**src/rtl/exibe_sequencia_pkg.sv**
```systemverilog
// rtl/exibe_sequencia_pkg.sv - state codes and default timing for the sequence replay block
package exibe_sequencia_pkg;

  localparam logic [3:0] ESTADO_OCIOSO  = 4'd0;
  localparam logic [3:0] ESTADO_CARREGA = 4'd1;
  localparam logic [3:0] ESTADO_ESPERA  = 4'd2;
  localparam logic [3:0] ESTADO_ACENDE  = 4'd3;
  localparam logic [3:0] ESTADO_APAGA   = 4'd4;
  localparam logic [3:0] ESTADO_FIM     = 4'd5;

  localparam int T_ACESO_PADRAO   = 1000;
  localparam int T_APAGADO_PADRAO = 500;

  typedef enum logic [3:0] {
    OCIOSO  = ESTADO_OCIOSO,
    CARREGA = ESTADO_CARREGA,
    ESPERA  = ESTADO_ESPERA,
    ACENDE  = ESTADO_ACENDE,
    APAGA   = ESTADO_APAGA,
    FIM     = ESTADO_FIM
  } estado_t;

  // Timer must hold the largest terminal count; both phases share one counter.
  function automatic int largura_timer(input int t_aceso, input int t_apagado);
    int maior;
    maior = (t_aceso > t_apagado) ? t_aceso : t_apagado;
    return $clog2(maior + 1);
  endfunction

endpackage

```
**src/rtl/exibe_sequencia_temporizador_exibicao.sv**
```systemverilog
// rtl/exibe_sequencia_temporizador_exibicao.sv - phase timer with clear/count and terminal flag
module temporizador_exibicao
  import exibe_sequencia_pkg::*;
#(
  parameter int W = 10
) (
  input  logic         clock,
  input  logic         reset,
  input  logic         zera,
  input  logic         conta,
  input  logic [W-1:0] limite_tempo,
  output logic         fim
);

  logic [W-1:0] valor;

  // Clear wins over count so the FSM can restart the phase on the terminal cycle.
  always_ff @(posedge clock or posedge reset) begin
    if (reset) begin
      valor <= '0;
    end else if (zera) begin
      valor <= '0;
    end else if (conta) begin
      valor <= valor + 1'b1;
    end
  end

  assign fim = (valor == limite_tempo);

endmodule

```
**src/rtl/exibe_sequencia.sv**
```systemverilog
// rtl/exibe_sequencia.sv - replays stored moves 0..limite on the leds, then pulses pronto
module exibe_sequencia
  import exibe_sequencia_pkg::*;
#(
  parameter int T_ACESO   = T_ACESO_PADRAO,
  parameter int T_APAGADO = T_APAGADO_PADRAO,
  parameter int ADDR_W    = 4,
  parameter int DATA_W    = 4
) (
  input  logic              clock,
  input  logic              reset,
  input  logic              iniciar,
  input  logic              cancelar,
  input  logic [ADDR_W-1:0] limite,
  input  logic [DATA_W-1:0] dado_memoria,
  output logic [ADDR_W-1:0] endereco,
  output logic [DATA_W-1:0] leds,
  output logic              ativo,
  output logic              pronto,
  output logic [3:0]        db_estado
);

  localparam int TW = largura_timer(T_ACESO, T_APAGADO);
  localparam logic [TW-1:0] FIM_ACESO   = TW'(T_ACESO - 1);
  localparam logic [TW-1:0] FIM_APAGADO = TW'(T_APAGADO - 1);

  estado_t           estado;
  estado_t           estado_prox;
  logic [ADDR_W-1:0] lim;

  logic          zera_tempo;
  logic          conta_tempo;
  logic          fim_tempo;
  logic [TW-1:0] limite_tempo;

  logic carrega_lim;
  logic zera_end;
  logic inc_end;
  logic carrega_leds;
  logic apaga_leds;

  temporizador_exibicao #(
    .W(TW)
  ) u_temporizador (
    .clock        (clock),
    .reset        (reset),
    .zera         (zera_tempo),
    .conta        (conta_tempo),
    .limite_tempo (limite_tempo),
    .fim          (fim_tempo)
  );

  always_ff @(posedge clock or posedge reset) begin
    if (reset) begin
      estado <= OCIOSO;
    end else begin
      estado <= estado_prox;
    end
  end

  always_comb begin
    estado_prox  = estado;
    zera_tempo   = 1'b1;
    conta_tempo  = 1'b0;
    limite_tempo = FIM_ACESO;
    carrega_lim  = 1'b0;
    zera_end     = 1'b0;
    inc_end      = 1'b0;
    carrega_leds = 1'b0;
    apaga_leds   = 1'b0;

    case (estado)
      OCIOSO: begin
        if (iniciar) begin
          carrega_lim = 1'b1;
          zera_end    = 1'b1;
          estado_prox = CARREGA;
        end
      end
      CARREGA: estado_prox = ESPERA;
      ESPERA: begin
        carrega_leds = 1'b1;
        estado_prox  = ACENDE;
      end
      ACENDE: begin
        zera_tempo  = 1'b0;
        conta_tempo = 1'b1;
        if (fim_tempo) begin
          zera_tempo  = 1'b1;
          apaga_leds  = 1'b1;
          estado_prox = APAGA;
        end
      end
      APAGA: begin
        limite_tempo = FIM_APAGADO;
        zera_tempo   = 1'b0;
        conta_tempo  = 1'b1;
        if (fim_tempo) begin
          zera_tempo = 1'b1;
          // Stop test precedes the increment so endereco never wraps past lim.
          if (endereco == lim) begin
            estado_prox = FIM;
          end else begin
            inc_end     = 1'b1;
            estado_prox = CARREGA;
          end
        end
      end
      FIM:     estado_prox = OCIOSO;
      default: estado_prox = OCIOSO;
    endcase

    if (cancelar && (estado != OCIOSO)) begin
      estado_prox  = OCIOSO;
      zera_tempo   = 1'b1;
      conta_tempo  = 1'b0;
      zera_end     = 1'b1;
      inc_end      = 1'b0;
      carrega_leds = 1'b0;
      apaga_leds   = 1'b1;
    end
  end

  always_ff @(posedge clock or posedge reset) begin
    if (reset) begin
      lim <= '0;
    end else if (carrega_lim) begin
      lim <= limite;
    end
  end

  always_ff @(posedge clock or posedge reset) begin
    if (reset) begin
      endereco <= '0;
    end else if (zera_end) begin
      endereco <= '0;
    end else if (inc_end) begin
      endereco <= endereco + 1'b1;
    end
  end

  always_ff @(posedge clock or posedge reset) begin
    if (reset) begin
      leds <= '0;
    end else if (apaga_leds) begin
      leds <= '0;
    end else if (carrega_leds) begin
      leds <= dado_memoria;
    end
  end

  assign ativo     = (estado == CARREGA) || (estado == ESPERA) ||
                     (estado == ACENDE)  || (estado == APAGA);
  assign pronto    = (estado == FIM);
  assign db_estado = estado;

endmodule

```
**config.mk**
```make
export PLATFORM = sky130hd
export DESIGN_NAME = exibe_sequencia
export DESIGN_NICKNAME = d
export VERILOG_FILES = /design/src/rtl/exibe_sequencia_pkg.sv /design/src/rtl/exibe_sequencia_temporizador_exibicao.sv /design/src/rtl/exibe_sequencia.sv
export SDC_FILE = /design/constraint.sdc
export NUM_CORES = 1
export LEC_CHECK = 0
export BUFFER_PORTS_ARGS = -buffer_cell sky130_fd_sc_hd__buf_2
export CORE_ASPECT_RATIO = 1.5
export CORE_MARGIN = 1
export CORE_UTILIZATION = 49
export CTS_CLUSTER_SIZE = 20
export DETAILED_ROUTE_END_ITERATION = 12
export PLACE_DENSITY = 0.75
export SLEW_MARGIN = 5
export SYNTH_ARGS = -nofsm -noshare
export SYNTH_HDL_FRONTEND = slang
export SYNTH_SLANG_ARGS = --single-unit
```
**constraint.sdc**
```tcl
create_clock -name clock -period 1.6 [get_ports clock]
set_clock_uncertainty 0.05 [all_clocks]
set_input_delay 0.32 -clock clock [delete_from_list [all_inputs] [get_ports clock]]
set_output_delay 0.32 -clock clock [all_outputs]
set_load 0.1 [all_outputs]
```
==> results.py <==
metrics = {
    "detailed_routing": {
        "drc_errors": 0,
        "wire_per_inst_um": 19.63,
        "viasPerCell": 5.813,
        "num_vias": 1366,
        "drt-total-wl_mm": 4.614,
        "drt_first_iter_violations": 71,
        "antenna_left": 0,
        "first_pass_iters": 4,
    },
    "clock_tree": {
        "h-tree-depth": 1,
        "cts-root-buf": "clkbuf_8",
        "cts_max_path_buffers": 2,
        "clkLatencyLatePin_ns": 0.28,
        "cts_tree": "built",
        "numCtsBuffers": 3,
        "cts.sinks": 25,
        "clkTransAtPathRegs_ns": 0.09,
        "ctsHoldBuffers": 0,
    },
    "synth": {
        "avgSynthCellArea_um2": 10.60,
        "ys.warnings.count": 0,
        "synth.net_count": 142,
        "synth_flop_cell": "dfrtp_1",
        "ys_seq_area_share_pct": 46.13,
        "yosysUniqueCellTypes": 39,
        "netlist_area_mm2": 0.001356,
        "synth_edf_count": 0,
        "postSynthCellCount": 128,
        "synth-seq-cells": 25,
        "ys_async_sr_fraction_pct": 100.0,
    },
    "floorplanning": {
        "io_pins": 26,
        "die_h_um": 66.44,
        "start_util_pct": 51.23,
        "rows": 23,
        "core_mm2": 0.002648,
        "fp.dieW_um": 44.96,
        "die_area_mm2": 0.002987,
    },
    "final_layout": {
        "area_growth_pct": 67.80,
        "fin_nets": 213,
        "instances_no_fill": 235,
        "diodes": 0,
        "drive_above_1_share_pct": 61.11,
        "final_core_util_pct": 85.96,
    },
    "global_routing": {
        "grtUsageMet1_pct": 32.98,
        "grt-busiest-layer": "met2",
        "grt_max_degree": 26,
        "use_met2_pct": 56.16,
        "track_usage_pct": 30.82,
        "grt_pass1_wl_mm": 6.472,
        "use_met3_pct": 2.186,
        "antenna_found_initial": 0,
        "grt_pass1_vias": 1420,
        "grt_overflow_total": 0,
    },
    "sta": {
        "setup_slack_ns": -0.3996,
        "tightest_slew_ns": 0.5366,
        "setup_viol": 28,
        "timing_hold_violations_final": 0,
        "maxSlewViolCount": 0,
        "finalCritPeriodShare_pct": 125.0,
        "fmax_ghz": 0.5001,
        "slew-limit-headroom_pct": 63.93,
        "rsz0062_at_grt": "yes",
        "fin_crit_ns": 2.000,
    },
    "power": {
        "p_sw_share_pct": 43.16,
        "power.total_mw": 2.388,
        "clockPowerShare_pct": 16.6,
        "p_per_area_mw_per_mm2": 1049,
        "p_comb_share_pct": 50.0,
        "seqPwrFrac_pct": 33.4,
        "p_leak_nw": 0.9988,
        "switchingPower_mw": 1.030,
        "irDropWorstVdd_mv": 0.9354,
        "p_int_mw": 1.357,
    },
    "worst_setup_path": {
        "crit_fanout": 4,
        "crit_arrival_ns": 2.08,
        "critPathLaunchType": "flip-flop",
        "setup.worst_path.end_class": "flip-flop",
        "crit_type": "flip-flop to flip-flop",
        "worstPathRequired_ns": 1.68,
    },
    "job": {
        "cap_violations": 0,
    },
    "outcome": {
        "run_status": "complete, but fails checks",
        "violations": "setup timing",
    },
    "placed_design": {
        "hpwl_mm": 2.381,
        "dp_cells": 216,
        "gp_congestion": 0.7986,
        "port_buffers": 24,
    },
    "hold_path": {
        "hp-class": "input port to asynchronous set/reset pin",
    },
}
-- cell usage after synthesis (all sizes together) (2+ instances only) --
cell    count  area, µm²
xor2        6      52.55
nand2       7      26.28
a21oi       5      25.02
nor2       14      52.55
o31ai       2      15.01
mux2        4      45.04
nand2b      2      12.51
mux2i       5      50.05
or2         2      12.52
nor3       10      50.05
nor4        4      37.53
ha          2      25.02
buf         3      26.27
nor3b       3      43.79
o21ai       3      18.77
or4         2      15.01
nand3       5      25.02
xnor2       7      61.31
or3b        2      17.52
dfrtp      25      625.6
inv         2      7.510
-- metal layers --
metal	wire length (µm)	vias up
li1	-	601
met3	211	23
met2	2565	69
met4	259	0
met5	0	-
met1	1578	673
-- worst paths after layout --
path | from | end | slack (ns) | depth (start not counted)
worst max-delay path | db_estado[1] | db_estado[1] | -0.40 | 6
min in group clock | limite[2] | lim[2] | 0.22 | 2
worst min register to register | lim[2] | lim[2] | 0.50 | 1
worst min-delay path | reset | lim[1] | 0.02 | 3
max in group asynchronous | reset | db_estado[0] | 1.21 | 3
worst max register to register | db_estado[1] | db_estado[1] | -0.40 | 6
-- critical path: stages (launching register included) --
cell and delay, ns:
dfrtp_4 0.51, nor3b_4 0.28, buf_6 0.15, mux2i_4 0.30, buf_6 0.14, nor3_1 0.06, nor4_1 0.35
-- power groups by stage --
stage | logic [mW] | registers (mW) | clock network (mW)
floorplan | 0.389 | 1.08 | 0
global route | 1.24 | 0.806 | 0.414
finish | 1.19 | 0.797 | 0.397
detailed placement | 0.920 | 0.796 | 0
global placement | 0.899 | 0.788 | 0
CTS | 1.12 | 0.790 | 0.389
-- per-stage QoR --
stage,setup slack (ns),instance area [µm²],setup TNS [ns],hold slack [ns]
2_1_floorplan,-0.3201,1449,-6.147,0.2971
3_3_place_gp,-0.1056,1886,-1.429,0.3265
3_5_place_dp,-0.1561,1886,-2.284,0.3332
4_1_cts,-0.2231,2207,-3.259,0.03295
5_1_grt,-0.4332,2276,-5.378,0.05084
6_report,-0.3996,2276,-4.417,0.01575
-- layout by cell type (no fill, tap or decap), types with 4 or more instances in the layout --
cell,count
a21oi_2,4
buf_12,5
buf_2,16
buf_4,28
buf_6,14
dfrtp_1,18
dfrtp_2,4
mux2_4,4
mux2i_1,4
nand2_1,6
nand3_1,4
nor2_1,10
nor3_1,6
xnor2_1,6
xor2_1,6
-- final cells by class --
cell class              instances  area (µm²)
fillers                       128       371.6
well taps                      37       46.29
inverters                       2       7.507
repair buffers                 68       600.6
flip-flops and latches         25       641.9
clock buffers                   3       41.29
multi-input cells              99       930.9
clock inverters                 1       7.507
-- logic make-up (layout without fill, tap and decap cells) --
family          Yosys count  count (layout)  share of synthesized area [%]
compound gates           14              15                          7.380
mux                       9               9                          7.011
flops                    25              25                          46.13
buf+inv                   6              74                          2.767
xor+xnor                 13              13                          8.395
simple gates             58              59                          26.20
fa+ha+maj                 2               2                          1.845
other cells               1               1                         0.2765
-- registers in the layout, summed over array words and instances, names as in the netlist --
register,count
endereco,4
db_estado,3
u_temporizador.valor,10
lim,4
leds,4
-- timing repair --
item / CTS / global route
gates resized for setup: 38 / 20
cloned: 2 / 0
endpoints found under the setup margin: 28 / 32
pin swaps: 22 / 13
setup buffers: 13 / 3
(Power assumes the default switching activity.)
